`src/rtl/mem_access.sv`:
```
// Memory-access stage: drives one request/ready transaction per load/store and stalls
// upstream until it completes, faults, or times out. Load data is returned left-justified.
module mem_access #(
  parameter int unsigned XLEN     = 32,
  parameter int unsigned MAX_WAIT = 15
) (
  input  logic            clk,
  input  logic            reset,
  input  logic            valid_in,
  input  logic            is_load,
  input  logic            is_store,
  input  logic [2:0]      funct3,
  input  logic [XLEN-1:0] addr,
  input  logic [XLEN-1:0] store_data,
  output logic            mem_req,
  output logic            mem_we,
  output logic [XLEN-1:0] mem_addr,
  output logic [31:0]     mem_wdata,
  output logic [3:0]      mem_be,
  input  logic            mem_ready,
  input  logic [31:0]     mem_rdata,
  output logic [31:0]     memData,
  output logic            stall,
  output logic            done,
  output logic            misaligned,
  output logic            bus_err
);

  typedef enum logic [0:0] {StIdle, StBusy} state_e;

  state_e      state_q;
  logic [7:0]  wait_cnt_q;
  logic        ld_q;
  logic [1:0]  size_q;
  logic [1:0]  off_q;

  logic        req;
  logic        f3_ok;
  logic        align_ok;
  logic        legal;
  logic [3:0]  be_d;
  logic [31:0] wdata_d;
  logic [31:0] load_word;

  always_comb begin
    req = valid_in & (is_load | is_store);

    f3_ok = 1'b0;
    if (is_load) begin
      f3_ok = funct3 inside {3'b000, 3'b001, 3'b010, 3'b100, 3'b101};
    end else begin
      f3_ok = funct3 inside {3'b000, 3'b001, 3'b010};
    end

    align_ok = 1'b1;
    case (funct3[1:0])
      2'b01:   align_ok = ~addr[0];
      2'b10:   align_ok = (addr[1:0] == 2'b00);
      default: align_ok = 1'b1;
    endcase

    legal = ~(is_load & is_store) & f3_ok & align_ok;
  end

  // Store lanes: data replicated across the word, byte enables pick the addressed lanes.
  always_comb begin
    be_d    = 4'b1111;
    wdata_d = store_data[31:0];
    if (!is_load) begin
      case (funct3[1:0])
        2'b00: begin
          be_d    = 4'b0001 << addr[1:0];
          wdata_d = {4{store_data[7:0]}};
        end
        2'b01: begin
          be_d    = addr[1] ? 4'b1100 : 4'b0011;
          wdata_d = {2{store_data[15:0]}};
        end
        default: begin
          be_d    = 4'b1111;
          wdata_d = store_data[31:0];
        end
      endcase
    end
  end

  always_comb begin
    load_word = mem_rdata;
    case (size_q)
      2'b00:   load_word = {mem_rdata[8*off_q +: 8], 24'h0};
      2'b01:   load_word = {mem_rdata[16*off_q[1] +: 16], 16'h0};
      default: load_word = mem_rdata;
    endcase
  end

  assign stall = ((state_q == StIdle) & req & legal) | (state_q == StBusy);

  always_ff @(posedge clk or negedge reset) begin
    if (!reset) begin
      state_q    <= StIdle;
      wait_cnt_q <= 8'd0;
      ld_q       <= 1'b0;
      size_q     <= 2'b00;
      off_q      <= 2'b00;
      mem_req    <= 1'b0;
      mem_we     <= 1'b0;
      mem_addr   <= '0;
      mem_wdata  <= 32'h0;
      mem_be     <= 4'h0;
      memData    <= 32'h0;
      done       <= 1'b0;
      misaligned <= 1'b0;
      bus_err    <= 1'b0;
    end else begin
      done       <= 1'b0;
      misaligned <= 1'b0;
      bus_err    <= 1'b0;
      case (state_q)
        StIdle: begin
          if (req) begin
            if (legal) begin
              mem_req    <= 1'b1;
              mem_we     <= is_store;
              mem_addr   <= {addr[XLEN-1:2], 2'b00};
              mem_be     <= be_d;
              mem_wdata  <= wdata_d;
              ld_q       <= is_load;
              size_q     <= funct3[1:0];
              off_q      <= addr[1:0];
              wait_cnt_q <= 8'd0;
              state_q    <= StBusy;
            end else begin
              misaligned <= 1'b1;
            end
          end
        end
        StBusy: begin
          if (mem_ready) begin
            if (ld_q) begin
              memData <= load_word;
            end
            done      <= 1'b1;
            mem_req   <= 1'b0;
            mem_we    <= 1'b0;
            mem_be    <= 4'h0;
            mem_addr  <= '0;
            mem_wdata <= 32'h0;
            state_q   <= StIdle;
          end else if (wait_cnt_q == 8'(MAX_WAIT - 1)) begin
            bus_err   <= 1'b1;
            mem_req   <= 1'b0;
            mem_we    <= 1'b0;
            mem_be    <= 4'h0;
            mem_addr  <= '0;
            mem_wdata <= 32'h0;
            state_q   <= StIdle;
          end else begin
            wait_cnt_q <= wait_cnt_q + 8'd1;
          end
        end
        default: state_q <= StIdle;
      endcase
    end
  end

endmodule

```
`config.mk`:
```
export PLATFORM = sky130hd
export DESIGN_NAME = mem_access
export DESIGN_NICKNAME = d
export VERILOG_FILES = /design/src/rtl/mem_access.sv
export SDC_FILE = /design/constraint.sdc
export NUM_CORES = 1
export LEC_CHECK = 0
export CORE_MARGIN = 2
export CORE_UTILIZATION = 40
export CTS_BUF_LIST = sky130_fd_sc_hd__clkbuf_4
export CTS_CLUSTER_DIAMETER = 40
export CTS_CLUSTER_SIZE = 10
export DETAILED_ROUTE_END_ITERATION = 16
export GPL_ROUTABILITY_DRIVEN = 0
export PLACE_DENSITY = 0.73
export SLEW_MARGIN = 20
export SYNTH_ARGS = -nofsm -noshare
export SYNTH_HDL_FRONTEND = slang
export SYNTH_SLANG_ARGS = --single-unit
```
`constraint.sdc`:
```
create_clock -name clk -period 2.6 [get_ports clk]
set_input_delay 0.39 -clock clk [delete_from_list [all_inputs] [get_ports clk]]
set_output_delay 0.39 -clock clk [all_outputs]
set_load 0.01 [all_outputs]
```
# ---- After elaboration in Yosys (flattened, before gate mapping)
# Index checks and enable logic that the tools add are counted.
dict set report word_totals {
  out_inout_bits 106
  in_bits 105
  regBits 119
}
dict set report op_classes {
  shifts 3
  addsub 1
  n_eq_ne 13
  n_reduce_logical 10
  mux 47
  n_bitwise 11
}
# cell n
set ops {}
lappend ops {{32-bit case mux with 2 select lines} 4}
lappend ops {{32-bit 2-to-1 mux} 7}
lappend ops {{8-bit 2-to-1 mux} 4}
lappend ops {{32-bit by 6-bit indexed part select with 16-bit output} 1}
lappend ops {{32-bit by 6-bit indexed part select with 8-bit output} 1}
lappend ops {{4-bit 2-to-1 mux} 6}
lappend ops {{1-bit 2-to-1 mux} 19}
lappend ops {{4-bit case mux with 2 select lines} 2}
lappend ops {{8-bit case mux with 2 select lines} 1}
lappend ops {{3-bit AND reduction} 3}
lappend ops {{8-bit by 1-bit adder with 8-bit output, second input constant} 1}
lappend ops {{8-bit by 4-bit == test with 1-bit output, second input constant} 1}
lappend ops {{2-bit inequality test, second input constant} 4}
lappend ops {{1-bit case mux with 2 select lines} 4}
lappend ops {{1-bit bitwise AND} 6}
lappend ops {{3-bit == test, second input constant} 2}
lappend ops {{2-bit zero test} 3}
lappend ops {{5-bit nonzero test} 1}
lappend ops {{2-bit by 1-bit == test with 1-bit output, second input constant} 2}
lappend ops {{4-bit AND reduction} 1}
lappend ops {{1-bit by 2-bit << shifter with 4-bit output, first input constant} 1}
lappend ops {{3-bit by 1-bit == test with 1-bit output, second input constant} 1}
lappend ops {{3-bit by 2-bit == test with 1-bit output, second input constant} 1}
lappend ops {{3-bit zero test} 1}
lappend ops {{5 further kinds} 8}

# ---- Logic depth before layout (Yosys ltp)
dict set report logic_depth {
  ltp_word 8
  ltp_mapped 9
}

# ---- Worst setup path after synthesis
# Ideal clock, no wire load.
dict set report synth_timing {
  path_kind {input-to-reg}
  from {in funct3[1]}
  to {reg ld_q}
  setup_time_ns 0.125
  path_buffers 2
  t_required_ns 2.475
  path_slack_ns 0.767
  arrival_time_ns 1.708
  path_stages 8
  path_cell_list {inv_1 -> ha_1 -> o21ai_1 -> a221oi_2 -> nand3_1 -> buf_2 -> buf_6 -> mux2_4}
}
dict set report synth_between {
  elab_chain_len 6
  word_cells_on_any_way 14
}
# item line
set synth_lines {}
lappend synth_lines {{start, declared} 12} ;# input logic [2:0] funct3,
lappend synth_lines {{3-bit by 1-bit == test with 1-bit output, or another cell as far along} {50, 52}}
lappend synth_lines {{5-bit nonzero test / 3-bit nonzero test (equally long branches)} {50, 52}}
lappend synth_lines {{1-bit 2-to-1 mux} 49} ;# if (is_load) begin
lappend synth_lines {{1-bit bitwise AND} 62} ;# legal = ~(is_load & is_store) & f3_ok & align_ok;
lappend synth_lines {{1-bit bitwise AND (*)} 62}
lappend synth_lines {{3-bit AND reduction (no line) (*)} -}
lappend synth_lines {{end signal, assigned} 127} ;# ld_q <= is_load;
lappend synth_lines {{end, declared} 33} ;# logic ld_q;
# Every way passes the cells marked *; elsewhere a longest branch is shown, timed or not.
# A chain may end at the register's enable or synchronous reset.

# ---- Final worst setup path
dict set report layout_timing {
  from {in funct3[0]}
  to {out stall}
}
dict set report layout_between {
  elab_chain_len 7
  word_cells_on_any_way 15
}
# item line
set layout_lines {}
lappend layout_lines {{3-bit by 1-bit == test with 1-bit output, or another cell as far along} {50, 52}}
lappend layout_lines {{5-bit nonzero test / 3-bit nonzero test (equally long branches)} {50, 52}}
lappend layout_lines {{1-bit 2-to-1 mux} 49}
lappend layout_lines {{1-bit bitwise AND} 62}
lappend layout_lines {{1-bit bitwise AND (*)} 62}
lappend layout_lines {{1-bit bitwise AND (*)} 96} ;# assign stall = ((state_q == StIdle) & req & legal) | (state_q == StBusy);
lappend layout_lines {{1-bit bitwise OR (*)} 96}
lappend layout_lines {{end, declared} 23} ;# output logic stall,
# Marked as above.

==> reports/metrics.yaml <==
outcome: "completed"
cp-start-kind: "input pin"
r2r_slack_ps: 680
cp-startpoint: "funct3[0]"
max_slew.worst_pin.slew_ps: 779
cts_root_buf: "clkbuf_4"
crit_type: "input pin to output port"
rsz0062_at_grt: "no"
cts.sinks: 117
initial_core_util_pct: 41.2
ys_seq_elements: 117
powerDensity_nw_per_um2: 852
holdPathStages: 3
drt_iter0_drc: 294
chipHeight_um: 124
hold_end: "mem_addr[30]"
fillCellCount: 1181
wl_per_cell_um: 16.5
pre_cts_ws_ps: -190
synthMuxAreaShare_pct: 14.6
vias: 5162
cts_setup_buffers: 0
ys_types: 45
finalCritPeriodShare_pct: 90.5
max_slew_margin_pct: 48.1
clk_pin_slew_ps: 100
first_pass_iters: 5
synthAdderAreaFrac_pct: 1.09
use_met1_pct: 26.9
cts_tree: "done"
leakage_nw: 4.41
cts_buffers: 17
gr-usage-met3_pct: 9.57
p_comb_share_pct: 37.8
synthTopCellsByArea: "dfrtp_1, mux2i_1, nand2_1, a21oi_1, inv_1"
mostFrequentLayoutCell: "clkdlybuf4s50_1"
clockBufferDepth: 2
post-dp-hpwl_mm: 12.2
drc: 0
synth_compound_area_share_pct: 10.3
antennaDiodeCount: 0
dpl_cell_area_um2: 8190
p_sw_share_pct: 31.4
synthSimpleGateAreaFrac_pct: 15.8
max-vdd-ir-drop_uv: 491
grt-ovfl-total: 0
max_cap_viol_count: 0
maxSlewViolCount: 0
hp-start: "addr[30]"
pwr-share-clk_pct: 24.2
grt_max_degree: 69
hp-class: "input pin to flip-flop"
critPathRequiredTime_ps: 2210
worstReg2RegStart: "wait_cnt_q[0]"
area_growth_pct: 49.1
hold_viol: 0
die_x_um: 124
busiest_layer: "met2"
yosysTopAreaCell: "dfrtp_1"
r2r_cells: 7
setup_ws_ps: 246
rows: 43
p_switching_w: 0.00230
drive_above_1_share_pct: 8.84
antenna_found_initial: 0
io_pins: 211
setup_viol: 0
fin_skew_ps: 8.32
cp.arrival_ps: 1960
fin_nets: 923
synthXorXnorAreaFrac_pct: 0.912
yosysTopAreaCellShare_pct: 50.8
worstSetupEndpointType: "output port"
track_usage_pct: 22.3
avgSynthCellArea_um2: 9.61
yosysSeqAreaShare_pct: 50.8
syn_inst: 599
final_area_um2: 8590
ant_nets: 0
synthesis.area_um2: 5760
clock_latency_ps: 520
core_region_area_um2: 14000
path_max_fanout: 3
p_int_w: 0.00502
fin_crit_ps: 2350
dieArea_um2: 15400
via_per_inst: 5.13
port_buffers: 208
max_freq_mhz: 425
final_cell_mix: "clkdlybuf4s50_1, dfrtp_1, nand2_1, mux2i_1, inv_1"
htree_num_levels: 4
seq_power_share_pct: 38.0
synth_top_family_by_area: "simple AND/OR/NAND/NOR gates"
grt_pass1_vias: 5189
r2r-end: "mem_addr[31]"
routed_wl_mm: 16.6
yosys_warnings: 0
use_met2_pct: 35.6
grt_pass1_wl_mm: 26.0
[metrics by stage]
step / total power (W) / instances / TNS (ps) / utilization, % / hold WS (ps)
3_5_place_dp: 0.00560 / 973 / -190 / 58.6 / 456
5_1_grt: 0.00778 / 1006 / 0 / 61.4 / 346
3_3_place_gp: 0.00551 / 973 / -112 / 58.6 / 451
6_report: 0.00732 / 1006 / 0 / 61.4 / 397
4_1_cts: 0.00739 / 1006 / 0 / 61.4 / 340
2_1_floorplan: 0.00393 / 600 / 0 / - / 94.4
[how the worst max path moves through the flow]
| stage | end | depth (start not counted) | slack [ps] |
|---|---|---|---|
| after floorplan | ld_q | 8 | 770 |
| after global placement | stall | 8 | -110 |
| after detailed placement | stall | 8 | -190 |
| after CTS | stall | 8 | 90 |
| after global routing | stall | 8 | 100 |
| final | stall | 8 | 250 |
[registers in the layout, indices dropped and copies added, names as in the netlist]
| name | cells |
|---|---|
| state_q | 1 |
| done | 1 |
| size_q | 2 |
| wait_cnt_q | 8 |
| mem_wdata | 32 |
| mem_we | 1 |
| mem_addr | 30 |
| bus_err | 1 |
| mem_be | 4 |
| ld_q | 1 |
| mem_req | 1 |
| memData | 32 |
| misaligned | 1 |
| off_q | 2 |
[layout make-up]
class	instances	area [µm²]	area share [%]
clock inverters	11	229	2.67
inverters	46	173	2.01
clock buffers	21	158	1.84
multi-input cells	395	2500	29.1
well taps	180	225	2.62
flip-flops and latches	117	2930	34.1
repair buffers	236	2370	27.6
[critical path, stage by stage]
cell	delay [ps]
clkdlybuf4s50_1	470
inv_1	110
ha_1	200
o21ai_1	100
a221oi_2	270
nand2_1	90
o21ai_0	160
clkbuf_2	160
[cells by family (layout without fill, tap and decap cells)]
kind of cell               Yosys count  in the layout
buffers and inverters               88            314
xor gates and xnor gates             6              6
other                                1              2
adders and majority gates            5              5
and+or+nand+nor                    210            210
muxes                               82             82
DFF                                117            117
AOI/OAI and AO/OA                   90             90
[synth_stat cells (all sizes together)]
library cell    n
dfrtp         117
nor2           44
a21oi          38
buf            19
nand4           1
a31o            1
a22o            8
nand3b          1
and2            8
nor3b           5
nand2         114
mux2i          77
a221oi          9
a211oi          2
xnor2           4
nor3            6
inv            46
o21bai          6
o21ai           9
nor2b           1
nand2b          3
and3            2
clkbuf         23
ha              5
a21o            2
mux2            5
or3             3
o311ai          1
conb            1
or2             2
a211o           1
xor2            2
a31oi           2
nand4b          1
nand3          17
and4b           2
a22oi          11
[power by group through the flow]
| stage | Sequential, W | Clock [W] | Combinational [W] |
|---|---|---|---|
| floorplan | 0.00297 | 0 | 0.000960 |
| global placement | 0.00278 | 0 | 0.00273 |
| detailed placement | 0.00281 | 0 | 0.00278 |
| CTS | 0.00278 | 0.00181 | 0.00279 |
| global route | 0.00285 | 0.00191 | 0.00302 |
| finish | 0.00278 | 0.00177 | 0.00276 |
[what timing repair did]
action	CTS	global route
gates cloned	0	0
hold buffers	1	0
pin swaps	0	1
endpoints found under the setup margin	1	1
gates resized for setup	1	3
endpoints found under the hold margin	55	0
[routing by layer]
metal,up-vias,share of wire [%]
li1,2426,-
met1,2488,40
met2,225,47
met3,23,12
met4,0,1.8
met5,-,0
Power figures use the tool's default switching activity.
